### config.mk
export PLATFORM = sky130hd
export DESIGN_NAME = reg_file_sb_flat
export DESIGN_NICKNAME = d
export VERILOG_FILES = /design/src/rtl/reg_file_pkg.sv /design/src/rtl/reg_file_sb_if.sv /design/src/rtl/reg_file_read_port.sv /design/src/rtl/reg_file_sb.sv /design/src/flat_wrapper.sv
export SDC_FILE = /design/constraint.sdc
export NUM_CORES = 2
export LEC_CHECK = 0
export ABC_AREA = 1
export CELL_PAD_IN_SITES_DETAIL_PLACEMENT = 0
export CELL_PAD_IN_SITES_GLOBAL_PLACEMENT = 1
export CORE_ASPECT_RATIO = 1.2
export CORE_MARGIN = 2
export CORE_UTILIZATION = 50
export CTS_CLUSTER_SIZE = 24
export DETAILED_ROUTE_END_ITERATION = 7
export PLACE_DENSITY = 0.86
export SYNTH_ARGS = -nofsm -noshare
export SYNTH_HDL_FRONTEND = slang
export SYNTH_SLANG_ARGS = --single-unit
### constraint.sdc
create_clock -name clk -period 117.7 [get_ports clk]
set_input_delay 17.655 -clock clk [delete_from_list [all_inputs] [get_ports clk]]
set_output_delay 17.655 -clock clk [all_outputs]
set_load 0.01 [all_outputs]
### src/rtl/reg_file_pkg.sv
// Shared constants and helpers for the scoreboarded register file.
package reg_file_pkg;

  localparam int unsigned DefaultDataWidth = 32;
  localparam int unsigned DefaultAddrWidth = 5;
  localparam int unsigned DefaultNumRead   = 2;

  // Register that reads as zero when the zero register is enabled
  localparam int unsigned ZeroRegAddr = 0;

  // Widest packed vector / field the slicing helper supports
  localparam int unsigned MaxPackedWidth = 256;
  localparam int unsigned MaxFieldWidth  = 64;

  // Extract field 'port' of 'width' bits from a packed per-port vector
  function automatic logic [MaxFieldWidth-1:0] port_field(
    input logic [MaxPackedWidth-1:0] vec,
    input int unsigned               port,
    input int unsigned               width
  );
    logic [MaxPackedWidth-1:0] shifted;
    logic [MaxFieldWidth-1:0]  mask;
    shifted = vec >> (port * width);
    mask    = (MaxFieldWidth'(1) << width) - MaxFieldWidth'(1);
    return shifted[MaxFieldWidth-1:0] & mask;
  endfunction

endpackage

### src/rtl/reg_file_sb_if.sv
// Read/write/reservation bus of the scoreboarded register file.
interface reg_file_sb_if
  import reg_file_pkg::*;
#(
  parameter int unsigned DATA_WIDTH = DefaultDataWidth,
  parameter int unsigned ADDR_WIDTH = DefaultAddrWidth,
  parameter int unsigned NUM_READ   = DefaultNumRead
);

  logic                           read;
  logic [NUM_READ*ADDR_WIDTH-1:0] addr_r;
  logic [NUM_READ*DATA_WIDTH-1:0] data_r;
  logic [NUM_READ-1:0]            busy_r;
  logic                           write;
  logic [ADDR_WIDTH-1:0]          addr_w;
  logic [DATA_WIDTH-1:0]          data_w;
  logic                           reserve;
  logic [ADDR_WIDTH-1:0]          addr_rsv;
  logic                           pending;

  modport master (
    output read, addr_r, write, addr_w, data_w, reserve, addr_rsv,
    input  data_r, busy_r, pending
  );

  modport slave (
    input  read, addr_r, write, addr_w, data_w, reserve, addr_rsv,
    output data_r, busy_r, pending
  );

endinterface

### src/rtl/reg_file_read_port.sv
// One registered read port: array mux, write bypass and zero-register override.
module reg_file_read_port
  import reg_file_pkg::*;
#(
  parameter int unsigned DATA_WIDTH = DefaultDataWidth,
  parameter int unsigned ADDR_WIDTH = DefaultAddrWidth,
  parameter bit          ZERO_REG   = 1'b1,
  parameter bit          BYPASS     = 1'b1
) (
  input  logic                                         clk,
  input  logic                                         rst,
  input  logic                                         read,
  input  logic [ADDR_WIDTH-1:0]                        addr,
  input  logic [2**ADDR_WIDTH-1:0][DATA_WIDTH-1:0]     mem,
  input  logic [2**ADDR_WIDTH-1:0]                     busy,
  input  logic                                         write,
  input  logic [ADDR_WIDTH-1:0]                        addr_w,
  input  logic [DATA_WIDTH-1:0]                        data_w,
  output logic [DATA_WIDTH-1:0]                        data_r,
  output logic                                         busy_r
);

  logic                  is_zero;
  logic                  hit;
  logic [DATA_WIDTH-1:0] data_d;
  logic                  busy_d;

  // Select stored or forwarded data; a forwarded write also retires the busy bit
  always_comb begin
    is_zero = ZERO_REG && (addr == ADDR_WIDTH'(ZeroRegAddr));
    hit     = BYPASS && write && (addr_w == addr) && !is_zero;
    data_d  = hit ? data_w : mem[addr];
    busy_d  = busy[addr] && !hit;
    if (is_zero) begin
      data_d = '0;
      busy_d = 1'b0;
    end
  end

  // Output registers update only on READ, otherwise hold
  always_ff @(posedge clk or posedge rst) begin
    if (rst) begin
      data_r <= '0;
      busy_r <= 1'b0;
    end else if (read) begin
      data_r <= data_d;
      busy_r <= busy_d;
    end
  end

endmodule

### src/rtl/reg_file_sb.sv
// Multi-read-port register file with per-register write-pending scoreboard.
module reg_file_sb
  import reg_file_pkg::*;
#(
  parameter int unsigned DATA_WIDTH = DefaultDataWidth,
  parameter int unsigned ADDR_WIDTH = DefaultAddrWidth,
  parameter int unsigned NUM_READ   = DefaultNumRead,
  parameter bit          ZERO_REG   = 1'b1,
  parameter bit          BYPASS     = 1'b1
) (
  input logic          clk,
  input logic          rst,
  reg_file_sb_if.slave bus
);

  localparam int unsigned Depth = 2**ADDR_WIDTH;

  logic [Depth-1:0][DATA_WIDTH-1:0]    mem_q;
  logic [Depth-1:0]                    busy_q;
  logic [Depth-1:0]                    busy_d;
  logic                                wr_en;
  logic [NUM_READ-1:0][DATA_WIDTH-1:0] data_r_all;
  logic [NUM_READ-1:0]                 busy_r_all;

  assign wr_en = bus.write && !(ZERO_REG && (bus.addr_w == ADDR_WIDTH'(ZeroRegAddr)));

  // Storage write
  always_ff @(posedge clk or posedge rst) begin
    if (rst) begin
      mem_q <= '0;
    end else if (wr_en) begin
      mem_q[bus.addr_w] <= bus.data_w;
    end
  end

  // Busy next state: writeback clears, then a reservation sets (new producer wins)
  always_comb begin
    busy_d = busy_q;
    if (bus.write) busy_d[bus.addr_w] = 1'b0;
    if (bus.reserve) busy_d[bus.addr_rsv] = 1'b1;
    if (ZERO_REG) busy_d[ZeroRegAddr] = 1'b0;
  end

  // Busy register
  always_ff @(posedge clk or posedge rst) begin
    if (rst) begin
      busy_q <= '0;
    end else begin
      busy_q <= busy_d;
    end
  end

  assign bus.pending = |busy_q;

  for (genvar p = 0; p < NUM_READ; p++) begin : g_read
    reg_file_read_port #(
      .DATA_WIDTH(DATA_WIDTH),
      .ADDR_WIDTH(ADDR_WIDTH),
      .ZERO_REG  (ZERO_REG),
      .BYPASS    (BYPASS)
    ) u_read_port (
      .clk   (clk),
      .rst   (rst),
      .read  (bus.read),
      .addr  (ADDR_WIDTH'(port_field(MaxPackedWidth'(bus.addr_r), p, ADDR_WIDTH))),
      .mem   (mem_q),
      .busy  (busy_q),
      .write (bus.write),
      .addr_w(bus.addr_w),
      .data_w(bus.data_w),
      .data_r(data_r_all[p]),
      .busy_r(busy_r_all[p])
    );
  end

  assign bus.data_r = data_r_all;
  assign bus.busy_r = busy_r_all;

endmodule

### src/flat_wrapper.sv
// flat-port wrapper written by rule: the top's interface ports become plain ports
module reg_file_sb_flat import reg_file_pkg::*;
#(
  parameter int unsigned DATA_WIDTH = DefaultDataWidth,
  parameter int unsigned ADDR_WIDTH = DefaultAddrWidth,
  parameter int unsigned NUM_READ   = DefaultNumRead,
  parameter bit          ZERO_REG   = 1'b1,
  parameter bit          BYPASS     = 1'b1
)
  (clk, rst, bus_read, bus_addr_r, bus_write, bus_addr_w, bus_data_w, bus_reserve, bus_addr_rsv, bus_data_r, bus_busy_r, bus_pending);
  reg_file_sb_if #(.DATA_WIDTH(DATA_WIDTH), .ADDR_WIDTH(ADDR_WIDTH), .NUM_READ(NUM_READ)) bus_i ();
  input logic clk;
  input logic rst;
  input wire logic [$bits(bus_i.read)-1:0] bus_read;
  input wire logic [$bits(bus_i.addr_r)-1:0] bus_addr_r;
  input wire logic [$bits(bus_i.write)-1:0] bus_write;
  input wire logic [$bits(bus_i.addr_w)-1:0] bus_addr_w;
  input wire logic [$bits(bus_i.data_w)-1:0] bus_data_w;
  input wire logic [$bits(bus_i.reserve)-1:0] bus_reserve;
  input wire logic [$bits(bus_i.addr_rsv)-1:0] bus_addr_rsv;
  output wire logic [$bits(bus_i.data_r)-1:0] bus_data_r;
  output wire logic [$bits(bus_i.busy_r)-1:0] bus_busy_r;
  output wire logic [$bits(bus_i.pending)-1:0] bus_pending;
  assign bus_i.read = bus_read;
  assign bus_i.addr_r = bus_addr_r;
  assign bus_i.write = bus_write;
  assign bus_i.addr_w = bus_addr_w;
  assign bus_i.data_w = bus_data_w;
  assign bus_i.reserve = bus_reserve;
  assign bus_i.addr_rsv = bus_addr_rsv;
  assign bus_data_r = bus_i.data_r;
  assign bus_busy_r = bus_i.busy_r;
  assign bus_pending = bus_i.pending;
  reg_file_sb #(.DATA_WIDTH(DATA_WIDTH), .ADDR_WIDTH(ADDR_WIDTH), .NUM_READ(NUM_READ), .ZERO_REG(ZERO_REG), .BYPASS(BYPASS)) u_core (.clk(clk), .rst(rst), .bus(bus_i));
endmodule
== Word level (Yosys, flattened, before mapping) ==
Cells that the tools add are included.

* Mux-type cells: 23
* Bitwise logic cells: 3
* $lt $le $gt $ge: 6
* Reduce and logical (&&, ||, !) cells: 18
* Equality and inequality tests: 2

{| class="wikitable"
|+ Operators with widths
! operator !! number
|-
| $bwmux 1024 || 1
|-
| $bmux 32 s5 || 2
|-
| $mux 32 || 9
|-
| $demux 32 s5 || 1
|-
| $and 32x32->32 || 1
|-
| $not 32->32 || 1
|-
| $or 32x32->32 || 1
|-
| $reduce_or 31->1 || 1
|-
| $lt 5x6->1 const B || 4
|-
| $logic_not 5->1 || 3
|-
| $bmux 1 s5 || 2
|-
| $demux 1 s5 || 2
|-
| $eq 5x5->1 || 2
|-
| $ge 5x1->1 const B || 2
|-
| $logic_and 1x1->1 || 9
|-
| $mux 1 || 6
|-
| $logic_not 1->1 || 5
|}

* Bits in registers: 1121
* Input port bits: 57
* Word-level logic and storage cells: 89

== Depth between registers and ports, before layout ==
* Depth in word-level cells: 9
* Mapped depth: 16

== By module ==
Synthesis repeated with hierarchy kept, for this count alone.

* Cells, all modules: 9361
* Area, all modules: 63487.1 um2

{| class="wikitable"
|+ By module, submodules not included
! module !! times used !! cells an instance !! area each (um2)
|-
| reg_file_sb || 1 || 4016 || 38999.9
|-
| reg_file_read_port at u_core.g_read[1].u_read_port || 1 || 2695 || 12345.6
|-
| reg_file_read_port at u_core.g_read[0].u_read_port || 1 || 2650 || 12141.6
|}

== Worst setup path before layout ==
OpenSTA, ideal clock, no wires.

* Kind: input -> register
* Start: input port bus_addr_r[4]
* End: register u_core.g_read[0].u_read_port.data_r[10]
* Setup time: 0.116 ns
* Stages: 11
* Path slack: 98.754 ns
* Path buffers: 2
* Data arrival time: 18.830 ns
* Data required time: 117.584 ns
* Cell sequence: buf_2 -> inv_2 -> nand2_1 -> nand3_2 -> nor3_4 -> buf_6 -> nand3_2 -> nand2_1 -> inv_1 -> nand2_1 -> nand2_1

* Cells in the longest elaborated chain, start to end: 5
* Elaborated cells on any way between the ends: 9

{| class="wikitable"
|+ RTL lines
! item !! line !! source
|-
| start, declared || flat_wrapper.sv:15 || <nowiki>input wire logic [$bits(bus_i.addr_r)-1:0] bus_addr_r;</nowiki>
|-
| branches (longest 4 deep; another with $bmux 32 s5) || - ||
|-
| $mux 32 * || reg_file_read_port.sv:34 || <nowiki>if (is_zero) begin</nowiki>
|-
| end signal, assigned || reg_file_read_port.sv:46 || <nowiki>data_r <= data_d;</nowiki>
|-
| end, declared || reg_file_read_port.sv:19 || <nowiki>output logic [DATA_WIDTH-1:0] data_r,</nowiki>
|}

Mark *: on every way between the ends. The select of a mux whose other input is x is not followed.
A chain may end at the register's enable or synchronous reset.

==> results.yml <==
timing:
  worst_slack_ns: 96.14
  setup_tns_ns: 0
  rsz0062_at_grt: "false"
  finalHoldViolations: 0
  period_minus_slack_ns: 21.56
  fin_hold_ws_ns: 0.376
  setup_viol: 0
  slew_viol_final: 0
  fmax_ghz: 0.0464
  worst_pin_slew_ns: 1.42
  maxSlewHeadroom_pct: 5.03
  finalClockSkew_ns: 0.0229
  fin_crit_sh_pct: 18.3
layout:
  drive_gt1_share_pct: 4.50
  final_nets: 8307
  syn2layout_area_growth_pct: 7.49
  seq_area_um2: 28100
  fill_cells: 11906
  final_core_utilization_pct: 54.2
  final_common_cell: "nand2_1"
  multi_input_area_um2: 28900
  layout_common_cells: "3,181 x nand2_1, 1,912 x nand3_1, 1,121 x dfrtp_1"
detailed_routing:
  avgViaCountPerCell: 6.15
  drtIter0Drc: 8876
  vias: 61362
  dr.pass1.iters: 7
  route.detailed.drc: 0
  wl_per_cell_um: 24.9
  antenna_left: 0
  finalWirelength_um: 248000
critical_path:
  worstSetupPathDepth: 6
  max_stage_delay_ns: 0.91
  worstSetupEndpointType: "async pin"
  worst_ep_required_time_ns: 118.41
  crit_fanout: 152
  worstRegToRegCells: 8
  crit_chain: "clkdlybuf4s50_1, inv_8, buf_4, buf_12, buf_4, buf_4"
  cpMostUsedCell: "buf_4"
  crit_buf_inv: 6
  critical_path.startpoint_type: "input pin"
  crit_type: "in -> async"
  slowest_stage: "buf_4"
  arrival_ns: 22.27
  critPathTopFamily: "buffers and inverters"
global_route:
  grt_pass1_vias: 57287
  grt_use_met3_pct: 7.77
  grt_start_max_net_pins: 183
  grt_usage_pct: 39.2
  gr-usage-met2_pct: 59.3
  use_met1_pct: 52.8
  grt_pass1_wl_um: 370000
  grt_busiest_layer: "met2"
  antenna_found_initial: 7
  gr-total-overflow: 0
placement:
  portBuffers: 123
  dp_slack_ns: 95.24
  dpl.hpwl_um: 124000
  gp_congestion: 0.849
clock_network:
  cts_sinks: 1121
  insertion_delay_ns: 0.77
  cts_max_path_buffers: 3
  cts_tree: "built"
  cts.reportedPaths.clkPinSlew_ns: 0.06
  root_buffer: "clkbuf_16"
  cts_setup_buffers: 0
  htreeDepth: 3
  cts_hold_buf: 0
  numCtsBuffers: 121
  postCtsResizedCells: 0
power_and_ir_drop:
  leakagePower_nw: 30.1
  power.density_nw_per_um2: 16.9
  ir_drop_mv: 0.0114
  total_power_w: 0.00111
die:
  rows: 140
  boundaryPins: 124
  die_h_um: 387
  dieArea_um2: 125000
  start_util_pct: 50.5
  coreArea_um2: 121000
  die_w_um: 324
hold_path:
  worstHoldPathType: "reg -> reg"
  whs_path_depth: 0
yosys:
  synth-seq-area-share_pct: 45.8
  ys_warn_count: 0
  synthArstFlopShare_pct: 100
  synth-edff-count: 0
  ys_types: 33
  ys_seq_elements: 1121
  syn_area_um2: 61300
  ys.flop_type: "dfrtp_1"
  syn_area_per_cell_um2: 7.04
  synth_cells: 8701
  syn_nets: 8758
job:
  maxCapViolations: 0
outcome:
  outcome: "finished, final reports clean"
[area by class of cell]
| cell class | instances | area share, % |
|---|---|---|
| Multi-Input combinational cell | 6569 | 43.9 |
| Tap cell | 1633 | 3.10 |
| Sequential cell | 1121 | 42.6 |
| Clock inverter | 28 | 0.380 |
| Inverter | 211 | 1.33 |
| Antenna cell | 1 | 0.00380 |
| Clock buffer | 182 | 5.44 |
| Timing Repair Buffer | 226 | 3.21 |
[synthesized netlist by cell type (32+ instances only)]
library cell | count | area (µm²)
buf_1 | 81 | 304
o21ai_1 | 59 | 295
dfrtp_1 | 1121 | 28100
inv_1 | 179 | 672
clkbuf_1 | 394 | 1480
nor2_1 | 261 | 980
o211ai_1 | 38 | 285
nand3_1 | 1913 | 9570
buf_4 | 32 | 240
nand2_1 | 3181 | 11900
a21oi_1 | 247 | 1240
buf_2 | 287 | 1440
o21ai_0 | 796 | 3980
[per-stage QoR]
step                      cells  instance area [µm²]
final                      9971                65800
after global routing       9970                65800
after CTS                  9970                65800
after detailed placement   9760                62000
after global placement     9760                62000
after floorplan            8701                61300
[worst paths after layout]
check | slack [ns] | from | end
hold reg to reg | 0.38 | u_core.mem_q[26]$_DFFE_PP0P_ | u_core.mem_q[26]$_DFFE_PP0P_
setup reg to reg | 116.14 | u_core.mem_q[926]$_DFFE_PP0P_ | u_core.g_read[1].u_read_port.data_r[30]$_DFFE_PP0P_
min in group asynchronous | 17.50 | rst | u_core.mem_q[1007]$_DFFE_PP0P_
setup / recovery | 96.14 | rst | u_core.mem_q[188]$_DFFE_PP0P_
hold / removal | 0.38 | u_core.mem_q[26]$_DFFE_PP0P_ | u_core.mem_q[26]$_DFFE_PP0P_
max in group clk | 96.43 | bus_addr_r[6] | u_core.g_read[1].u_read_port.data_r[30]$_DFFE_PP0P_
[report_power, final]
part	switching, W	internal (W)	leakage [nW]
clock network	0.000165	0.000212	1.89
registers	0.0000592	0.000459	14.3
logic	0.000138	0.0000809	13.9
[state kept, by name (all words and copies together) (netlist names)]
name                              flops
u_core.mem_q                       1024
u_core.g_read.u_read_port.data_r     64
u_core.busy_q                        31
u_core.g_read.u_read_port.busy_r      2
[logic make-up after synthesis]
logic type / count (synthesis) / synth area share, %
DFF: 1121 / 45.8
and+or+nand+nor: 5406 / 37.4
xor gates and xnor gates: 2 / 0.0286
buffers and inverters: 1011 / 7.05
AOI/OAI and AO/OA: 1161 / 9.70
[routing by layer]
layer	vias up	part of all wire [%]	wire (µm)
li1	27635	-	-
met1	29181	39	97400
met2	3762	44	108000
met3	778	11	27800
met4	6	6.0	15000
met5	-	0.023	57
(Power assumes the default switching activity.)
